`src/rtl/decodificador_comando_if.sv`:
```
// Byte-pair request bus: UART receiver side in, decoded request and error status out.
interface decodificador_comando_if;
    logic       bytesRecebidos;
    logic [7:0] primeiroByte;
    logic [7:0] segundoByte;
    logic       pedidoAceito;
    logic       pedidoValido;
    logic [7:0] comando;
    logic [7:0] endereco;
    logic       erro;
    logic [1:0] codigoErro;
    logic       descartado;

    modport master (
        output bytesRecebidos,
        output primeiroByte,
        output segundoByte,
        output pedidoAceito,
        input  pedidoValido,
        input  comando,
        input  endereco,
        input  erro,
        input  codigoErro,
        input  descartado
    );

    modport slave (
        input  bytesRecebidos,
        input  primeiroByte,
        input  segundoByte,
        input  pedidoAceito,
        output pedidoValido,
        output comando,
        output endereco,
        output erro,
        output codigoErro,
        output descartado
    );
endinterface

```
`src/rtl/decodificador_comando.sv`:
```
// Turns a (command, sensor address) byte pair from the UART into a held request,
// reporting invalid fields, inter-byte timeouts and dropped bytes.
module decodificador_comando #(
    parameter int unsigned CICLOS_TIMEOUT = 104180
) (
    input logic                    clock,
    input logic                    reset_n,
    decodificador_comando_if.slave bus
);
    typedef enum logic [2:0] {
        StEspera,
        StAguardaSegundo,
        StValida,
        StPendente,
        StErro
    } estado_t;

    localparam logic [17:0] UltimoCiclo = 18'(CICLOS_TIMEOUT - 1);

    estado_t     estado_q, estado_d;
    logic        paridade_q, paridade_d;
    logic [17:0] contador_q, contador_d;
    logic [7:0]  cmd_cap_q, cmd_cap_d;
    logic [7:0]  end_cap_q, end_cap_d;
    logic [1:0]  codigo_pend_q, codigo_pend_d;
    logic        pedido_valido_q, pedido_valido_d;
    logic [7:0]  comando_q, comando_d;
    logic [7:0]  endereco_q, endereco_d;
    logic [1:0]  codigo_erro_q, codigo_erro_d;
    logic        erro_q, erro_d;
    logic        descartado_q, descartado_d;
    logic        aceite;

    // An acknowledge only counts once the request is actually visible downstream.
    assign aceite = bus.pedidoAceito & pedido_valido_q;

    always_comb begin
        estado_d        = estado_q;
        paridade_d      = paridade_q ^ bus.bytesRecebidos;
        contador_d      = contador_q;
        cmd_cap_d       = cmd_cap_q;
        end_cap_d       = end_cap_q;
        codigo_pend_d   = codigo_pend_q;
        pedido_valido_d = pedido_valido_q;
        comando_d       = comando_q;
        endereco_d      = endereco_q;
        codigo_erro_d   = codigo_erro_q;
        erro_d          = 1'b0;
        descartado_d    = 1'b0;

        case (estado_q)
            StEspera: begin
                if (bus.bytesRecebidos) begin
                    if (!paridade_q) begin
                        estado_d   = StAguardaSegundo;
                        contador_d = '0;
                    end else begin
                        descartado_d = 1'b1;
                    end
                end
            end
            StAguardaSegundo: begin
                // A byte arriving on the timeout cycle still completes the pair.
                if (bus.bytesRecebidos) begin
                    cmd_cap_d = bus.primeiroByte;
                    end_cap_d = bus.segundoByte;
                    estado_d  = StValida;
                end else if (contador_q == UltimoCiclo) begin
                    codigo_pend_d = 2'b11;
                    estado_d      = StErro;
                end else begin
                    contador_d = contador_q + 18'd1;
                end
            end
            StValida: begin
                if (cmd_cap_q > 8'h06) begin
                    codigo_pend_d = 2'b01;
                    estado_d      = StErro;
                end else if (end_cap_q > 8'h1F) begin
                    codigo_pend_d = 2'b10;
                    estado_d      = StErro;
                end else begin
                    estado_d = StPendente;
                end
            end
            StPendente: begin
                if (!pedido_valido_q) begin
                    pedido_valido_d = 1'b1;
                    comando_d       = cmd_cap_q;
                    endereco_d      = end_cap_q;
                end else if (aceite) begin
                    pedido_valido_d = 1'b0;
                    estado_d        = StEspera;
                end
                if (bus.bytesRecebidos && paridade_q) begin
                    descartado_d = 1'b1;
                end
            end
            StErro: begin
                erro_d        = 1'b1;
                codigo_erro_d = codigo_pend_q;
                estado_d      = StEspera;
            end
            default: estado_d = StEspera;
        endcase
    end

    always_ff @(posedge clock or negedge reset_n) begin
        if (!reset_n) begin
            estado_q        <= StEspera;
            paridade_q      <= 1'b0;
            contador_q      <= '0;
            cmd_cap_q       <= '0;
            end_cap_q       <= '0;
            codigo_pend_q   <= '0;
            pedido_valido_q <= 1'b0;
            comando_q       <= '0;
            endereco_q      <= '0;
            codigo_erro_q   <= '0;
            erro_q          <= 1'b0;
            descartado_q    <= 1'b0;
        end else begin
            estado_q        <= estado_d;
            paridade_q      <= paridade_d;
            contador_q      <= contador_d;
            cmd_cap_q       <= cmd_cap_d;
            end_cap_q       <= end_cap_d;
            codigo_pend_q   <= codigo_pend_d;
            pedido_valido_q <= pedido_valido_d;
            comando_q       <= comando_d;
            endereco_q      <= endereco_d;
            codigo_erro_q   <= codigo_erro_d;
            erro_q          <= erro_d;
            descartado_q    <= descartado_d;
        end
    end

    assign bus.pedidoValido = pedido_valido_q;
    assign bus.comando      = comando_q;
    assign bus.endereco     = endereco_q;
    assign bus.erro         = erro_q;
    assign bus.codigoErro   = codigo_erro_q;
    assign bus.descartado   = descartado_q;
endmodule

```
`src/flat_wrapper.sv`:
```
// flat-port wrapper written by rule: the top's interface ports become plain ports
module decodificador_comando_flat 
#(
    parameter int unsigned CICLOS_TIMEOUT = 104180
)
  (clock, reset_n, bus_bytesRecebidos, bus_primeiroByte, bus_segundoByte, bus_pedidoAceito, bus_pedidoValido, bus_comando, bus_endereco, bus_erro, bus_codigoErro, bus_descartado);
  decodificador_comando_if bus_i ();
  input logic clock;
  input logic reset_n;
  input wire logic [$bits(bus_i.bytesRecebidos)-1:0] bus_bytesRecebidos;
  input wire logic [$bits(bus_i.primeiroByte)-1:0] bus_primeiroByte;
  input wire logic [$bits(bus_i.segundoByte)-1:0] bus_segundoByte;
  input wire logic [$bits(bus_i.pedidoAceito)-1:0] bus_pedidoAceito;
  output wire logic [$bits(bus_i.pedidoValido)-1:0] bus_pedidoValido;
  output wire logic [$bits(bus_i.comando)-1:0] bus_comando;
  output wire logic [$bits(bus_i.endereco)-1:0] bus_endereco;
  output wire logic [$bits(bus_i.erro)-1:0] bus_erro;
  output wire logic [$bits(bus_i.codigoErro)-1:0] bus_codigoErro;
  output wire logic [$bits(bus_i.descartado)-1:0] bus_descartado;
  assign bus_i.bytesRecebidos = bus_bytesRecebidos;
  assign bus_i.primeiroByte = bus_primeiroByte;
  assign bus_i.segundoByte = bus_segundoByte;
  assign bus_i.pedidoAceito = bus_pedidoAceito;
  assign bus_pedidoValido = bus_i.pedidoValido;
  assign bus_comando = bus_i.comando;
  assign bus_endereco = bus_i.endereco;
  assign bus_erro = bus_i.erro;
  assign bus_codigoErro = bus_i.codigoErro;
  assign bus_descartado = bus_i.descartado;
  decodificador_comando #(.CICLOS_TIMEOUT(CICLOS_TIMEOUT)) u_core (.clock(clock), .reset_n(reset_n), .bus(bus_i));
endmodule
```
`config.mk`:
```
export PLATFORM = sky130hd
export DESIGN_NAME = decodificador_comando_flat
export DESIGN_NICKNAME = d
export VERILOG_FILES = /design/src/rtl/decodificador_comando_if.sv /design/src/rtl/decodificador_comando.sv /design/src/flat_wrapper.sv
export SDC_FILE = /design/constraint.sdc
export NUM_CORES = 1
export LEC_CHECK = 0
export CORE_MARGIN = 8
export CORE_UTILIZATION = 45
export DETAILED_ROUTE_END_ITERATION = 6
export PLACE_DENSITY = 0.68
export SKIP_CTS_REPAIR_TIMING = 1
export SLEW_MARGIN = 20
export SYNTH_ARGS = -nofsm -noshare
export SYNTH_HDL_FRONTEND = slang
export SYNTH_SLANG_ARGS = --single-unit
```
`constraint.sdc`:
```
create_clock -name clock -period 2.5 [get_ports clock]
set_clock_uncertainty 0.05 [all_clocks]
set_input_delay 0.375 -clock clock [delete_from_list [all_inputs] [get_ports clock]]
set_output_delay 0.375 -clock clock [all_outputs]
set_load 0.01 [all_outputs]
```
==> results of run 1 <==
## cell families (layout without fill, tap and decap cells)
group	count (synthesis)	count (layout)	synth area share [%]
AND/OR/NAND/NOR	83	83	16.8
flip-flops	61	61	53.1
AO/OA/AOI/OAI	42	42	9.97
multiplexers	38	38	14.7
buffers and inverters	29	78	4.22
adder cells (fa/ha/maj)	2	2	0.871
XOR/XNOR	1	1	0.305
## cell usage after synthesis, drive strengths merged (2+ instances only)
| cell | n |
|---|---|
| nor2b | 2 |
| nor4 | 5 |
| o211ai | 6 |
| o21ai | 6 |
| and4 | 5 |
| a211oi | 3 |
| dfrtp | 61 |
| nor3b | 4 |
| nand2 | 10 |
| a31oi | 7 |
| mux2 | 34 |
| nand3 | 14 |
| and3 | 2 |
| buf | 6 |
| a21oi | 8 |
| o22ai | 2 |
| clkbuf | 7 |
| a21boi | 2 |
| nor2 | 13 |
| and2 | 2 |
| nand4 | 8 |
| or3b | 2 |
| or3 | 5 |
| ha | 2 |
| mux2i | 4 |
| inv | 16 |
| nand2b | 2 |
| nor3 | 4 |
| o31ai | 2 |
## worst max-delay path: stages, from the launching register on
cell      delay [ps]
dfrtp_1          500
or4b_1           800
a2111o_1         470
o211ai_1          90
## area by class of cell
cell class	instances	area (sq um)	area share, %
Clock buffer	10	128	3.61
Tap cell	77	96.3	2.72
Clock inverter	6	63.8	1.80
Multi-Input combinational cell	166	1220	34.6
Inverter	16	60.1	1.70
Sequential cell	61	1530	43.1
Timing Repair Buffer	46	440	12.4
## state kept, by name (all words and copies together) (netlist names)
register	flops
u_core.bus.codigoErro	2
u_core.estado_q	3
u_core.bus.endereco	8
u_core.bus.descartado	1
u_core.bus.comando	8
u_core.contador_q	18
u_core.bus.pedidoValido	1
u_core.bus.erro	1
u_core.codigo_pend_q	2
u_core.cmd_cap_q	8
u_core.paridade_q	1
u_core.end_cap_q	8
## metal layers
layer / GRT usage, % / share of wire [%] / vias to the layer above
met1: 17.9 / 46 / 1054
li1: - / - / 1033
met4: 6.40 / 1.7 / 0
met3: 4.52 / 5.8 / 12
met5: 0 / 0 / -
met2: 23.1 / 46 / 59
## through the flow
stage | setup WS [ps] | util, % | hold slack (ps) | cells
floorplan | 706 | - | 29.4 | 256
global placement | 240 | 53.3 | 430 | 366
detailed placement | 181 | 53.3 | 440 | 366
CTS | 513 | 56.4 | 177 | 382
global route | 418 | 56.4 | 231 | 382
finish | 510 | 56.4 | 151 | 382
## where the power goes
| part | switching (mW) | internal (mW) | total [mW] | leakage [nW] |
|---|---|---|---|---|
| Clock | 0.389 | 0.458 | 0.847 | 0.0923 |
| Sequential | 0.351 | 1.38 | 1.73 | 0.781 |
| Combinational | 0.544 | 0.692 | 1.24 | 0.606 |
| Total | 1.28 | 2.53 | 3.81 | 1.48 |
## path summary, 6_finish.rpt
path | from | endpoint | cells after the start
hold reg to reg | u_core.end_cap_q[4] | u_core.end_cap_q[4] | 1
hold / removal | reset_n | u_core.contador_q[10] | 2
setup / recovery | u_core.estado_q[1] | u_core.contador_q[2] | 3
max in group asynchronous | reset_n | u_core.bus.codigoErro[0] | 2
setup reg to reg | u_core.estado_q[1] | u_core.contador_q[2] | 3
min in group clock | u_core.end_cap_q[4] | u_core.end_cap_q[4] | 1
==> flow_metrics.env, run 1 <==
export IMPL_final_cell_mix="61 x dfrtp_1, 39 x clkdlybuf4s50_1, 34 x mux2_2"
export IMPL_ys_warn_count=0
export IMPL_status="completed"
export IMPL_placedInstanceArea_sq_um=3350
export IMPL_antenna_found_initial=0
export IMPL_required_ps=2700
export IMPL_vdd_drop_max_mv=0.591
export IMPL_grt_pass1_wl_mm=10.6
export IMPL_synth_seq_cells=61
export IMPL_area_delta_synth_final_pct=23.2
export IMPL_crit_path_start_kind="flip-flop"
export IMPL_p_leak_nw=1.48
export IMPL_vias=2158
export IMPL_rows=29
export IMPL_routabilityCongestion=0.860
export IMPL_diodes=0
export IMPL_synthCells=256
export IMPL_start_util_pct=45.8
export IMPL_grtUsageTotal_pct=14.6
export IMPL_htree_levels=3
export IMPL_hold_path_class="input port to asynchronous set/reset pin"
export IMPL_syn_avg_cell_area_sq_um=11.2
export IMPL_die_h_microns=95.9
export IMPL_pin_count=41
export IMPL_period_share_pct=79.6
export IMPL_firstDrtPassIters=4
export IMPL_synth_flop_cell="dfrtp_1"
export IMPL_cts_clk_slew_worst_paths_ps=70
export IMPL_wl_per_cell_microns=15.8
export IMPL_powerDensity_nw_per_um2=1080
export IMPL_cp_end_kind="flip-flop"
export IMPL_worstPathArrival_ps=2190
export IMPL_nets=322
export IMPL_relSlewSlack_pct=48.0
export IMPL_ys_types=46
export IMPL_synthesis_area_sq_um=2870
export IMPL_crit_fanout=12
export IMPL_rsz0062_at_grt="false"
export IMPL_finalCriticalPeriod_ps=1990
export IMPL_ff2ff_setup_slack_ps=510
export IMPL_cts_sinks=61
export IMPL_finalSetupViolations=0
export IMPL_clk_latency_ps=330
export IMPL_numCtsBuffers=9
export IMPL_portBuffers=40
export IMPL_synthTopCellsByArea="dfrtp_1 53%, mux2_2 13%, nand3_1 2.4%, inv_1 2.1%, nand4_1 1.7%"
export IMPL_async_reset_ff_share_pct=100
export IMPL_finalHoldViolCount=0
export IMPL_mappedNetlistNets=278
export IMPL_grt_pass1_vias=2249
export IMPL_max_cap_violations=0
export IMPL_stdcell_area_sq_um=3540
export IMPL_drc=0
export IMPL_synth_edf_count=0
export IMPL_first_iter_violations=91
export IMPL_drv_slew=0
export IMPL_yosysSeqAreaShare_pct=53.1
export IMPL_die_area_sq_um=9200
export IMPL_max_freq_mhz=503
export IMPL_dp_hpwl_mm=4.13
export IMPL_layout_commonest_cell="dfrtp_1"
export IMPL_clockRootBuffer="clkbuf_8"
export IMPL_setup_tns_ps=0
export IMPL_synth_top_area_cell="dfrtp_1"
export IMPL_drive_gt1_share_pct=19.7
export IMPL_grt_ovfl_total=0
export IMPL_wl_mm=6.03
export IMPL_ant_nets=0
export IMPL_cts_tree="built"
export IMPL_synth_top_area_share_pct=53.1
export IMPL_core_area_sq_um=6280
export IMPL_grt_max_degree=62
export IMPL_viasPerCell=5.65
export IMPL_power_mw=3.81
export IMPL_tightest_slew_ps=780
export IMPL_fillers=542
export IMPL_fp_dieW_microns=95.9
export IMPL_clk_path_buf_depth=2
export IMPL_critPathKind="flip-flop to flip-flop"
No activity file was read; power rests on OpenSTA's default activity.
==> run 2: changes to the inputs <==
- PLACE_DENSITY: 0.68 -> 0.71
- clock period: 2.5 -> 1.8 ns (I/O delays scaled with it)
==> flow_metrics.env, run 2 (same netlist as run 1, synthesis figures left out) <==
export IMPL_fillers=517
export IMPL_status="completed"
export IMPL_numCtsBuffers=9
export IMPL_largest_register="u_core.contador_q"
export IMPL_vias=2276
export IMPL_ant_nets=0
export IMPL_clk_path_buf_depth=2
export IMPL_die_h_microns=95.9
export IMPL_relSlewSlack_pct=70.0
export IMPL_start_util_pct=45.8
export IMPL_rows=29
export IMPL_place_inst=387
export IMPL_grt_pass1_wl_mm=11.5
export IMPL_fin_cells=404
export IMPL_drive_gt1_share_pct=26.6
export IMPL_cp_end_kind="flip-flop"
export IMPL_multi_input_area_sq_um=1250
export IMPL_grt_busiest_layer="met2"
export IMPL_final_cell_mix="60 x dfrtp_1, 38 x clkdlybuf4s50_1, 34 x mux2_2"
export IMPL_largest_register_ffs=18
export IMPL_finalSetupViolations=0
export IMPL_grtUsageTotal_pct=16.3
export IMPL_tightest_slew_ps=450
export IMPL_first_iter_violations=102
export IMPL_crit_path_start_kind="flip-flop"
export IMPL_max_cap_violations=0
export IMPL_hold_path_class="input port to flip-flop"
export IMPL_drv_slew=0
export IMPL_clk_latency_ps=340
export IMPL_wl_per_cell_microns=16.7
export IMPL_required_ps=2010
export IMPL_use_met1_pct=19.1
export IMPL_htree_levels=3
export IMPL_pin_count=41
export IMPL_grt_ovfl_total=0
export IMPL_critPathKind="flip-flop to flip-flop"
export IMPL_regArea_sq_um=1530
export IMPL_core_area_sq_um=6280
export IMPL_grt_pass1_vias=2427
export IMPL_dp_hpwl_mm=4.70
export IMPL_wl_mm=6.73
export IMPL_area_delta_synth_final_pct=32.1
export IMPL_period_share_pct=95.7
export IMPL_worst_slack_ps=76.8
export IMPL_p_leak_nw=1.63
export IMPL_fp_dieW_microns=95.9
export IMPL_finalHoldViolCount=0
export IMPL_cts_sinks=61
export IMPL_powerDensity_nw_per_um2=1510
export IMPL_antenna_found_initial=0
export IMPL_grt_max_degree=35
export IMPL_viasPerCell=5.63
export IMPL_layout_commonest_cell="dfrtp_1"
export IMPL_nets=344
export IMPL_max_freq_mhz=580
export IMPL_clockRootBuffer="clkbuf_8"
export IMPL_finalCriticalPeriod_ps=1720
export IMPL_cts_tree="built"
export IMPL_diodes=0
export IMPL_routabilityCongestion=0.856
export IMPL_worstPathArrival_ps=1930
export IMPL_rsz0062_at_grt="true"
export IMPL_cts_clk_slew_worst_paths_ps=70
export IMPL_portBuffers=40
export IMPL_use_met3_pct=5.69
export IMPL_holdWs_ps=254
export IMPL_die_area_sq_um=9200
export IMPL_drc=0
export IMPL_crit_fanout=18
export IMPL_firstDrtPassIters=4
export IMPL_place_ws_ps=-335
export IMPL_met2_usage_pct=25.9
export IMPL_vdd_drop_max_mv=0.885
run 2: changes by cell type in the layout (fill, tap and decap cells not counted), sizes merged:
cell,change
buf,+21
clkbuf,+1
dlymetal6s2s,+1
clkinv,-1
clkdlybuf4s50,-1
dlygate4sd3,+1
run 2: report_power, final:
| part | internal (mW) | switching (mW) |
|---|---|---|
| logic | 1.18 | 0.894 |
| clock network | 0.714 | 0.576 |
| registers | 1.92 | 0.440 |
run 2: layout make-up:
class / instances / area share (%)
inverters: 16 / 1.58
multi-input cells: 166 / 33.0
flip-flops and latches: 61 / 40.3
clock inverters: 5 / 1.55
clock buffers: 11 / 3.99
well taps: 77 / 2.54
repair buffers: 68 / 17.1
run 2: critical path, cell delays in order, from the launching register on:
cell and delay [ps]:
dfrtp_1 350, ha_1 190, nor4bb_1 300, and4_4 340
a21boi_4 80, buf_12 150, a31oi_1 170
run 2: worst paths after layout:
path                                           start               endpoint  slack [ps]  cells past startpoint
max in group asynchronous                    reset_n     u_core.estado_q[0]         880                      3
worst max register to register  u_core.contador_q[0]  u_core.contador_q[13]          80                      6
worst min-delay path              bus_bytesRecebidos      u_core.paridade_q         250                      2
worst min register to register   u_core.end_cap_q[1]    u_core.end_cap_q[1]         460                      1
min in group asynchronous                    reset_n      u_core.paridade_q         430                      3
worst max-delay path            u_core.contador_q[0]  u_core.contador_q[13]          80                      6
run 2: stage by stage:
step | TNS [ps] | util (%) | area (sq um) | power [mW]
floorplan | 0 | - | 2870 | 3.41
global placement | -5110 | 56.4 | 3540 | 4.34
detailed placement | -5910 | 56.4 | 3540 | 4.42
CTS | -16.1 | 59.8 | 3750 | 5.75
global route | -9.25 | 60.4 | 3790 | 6.09
finish | 0 | 60.4 | 3790 | 5.72
run 2: metal layers:
layer / part of all wire (%) / wire length [microns]
met3: 5.3 / 358
met1: 44 / 2930
met2: 49 / 3290
met5: 0 / 0
met4: 2.2 / 148
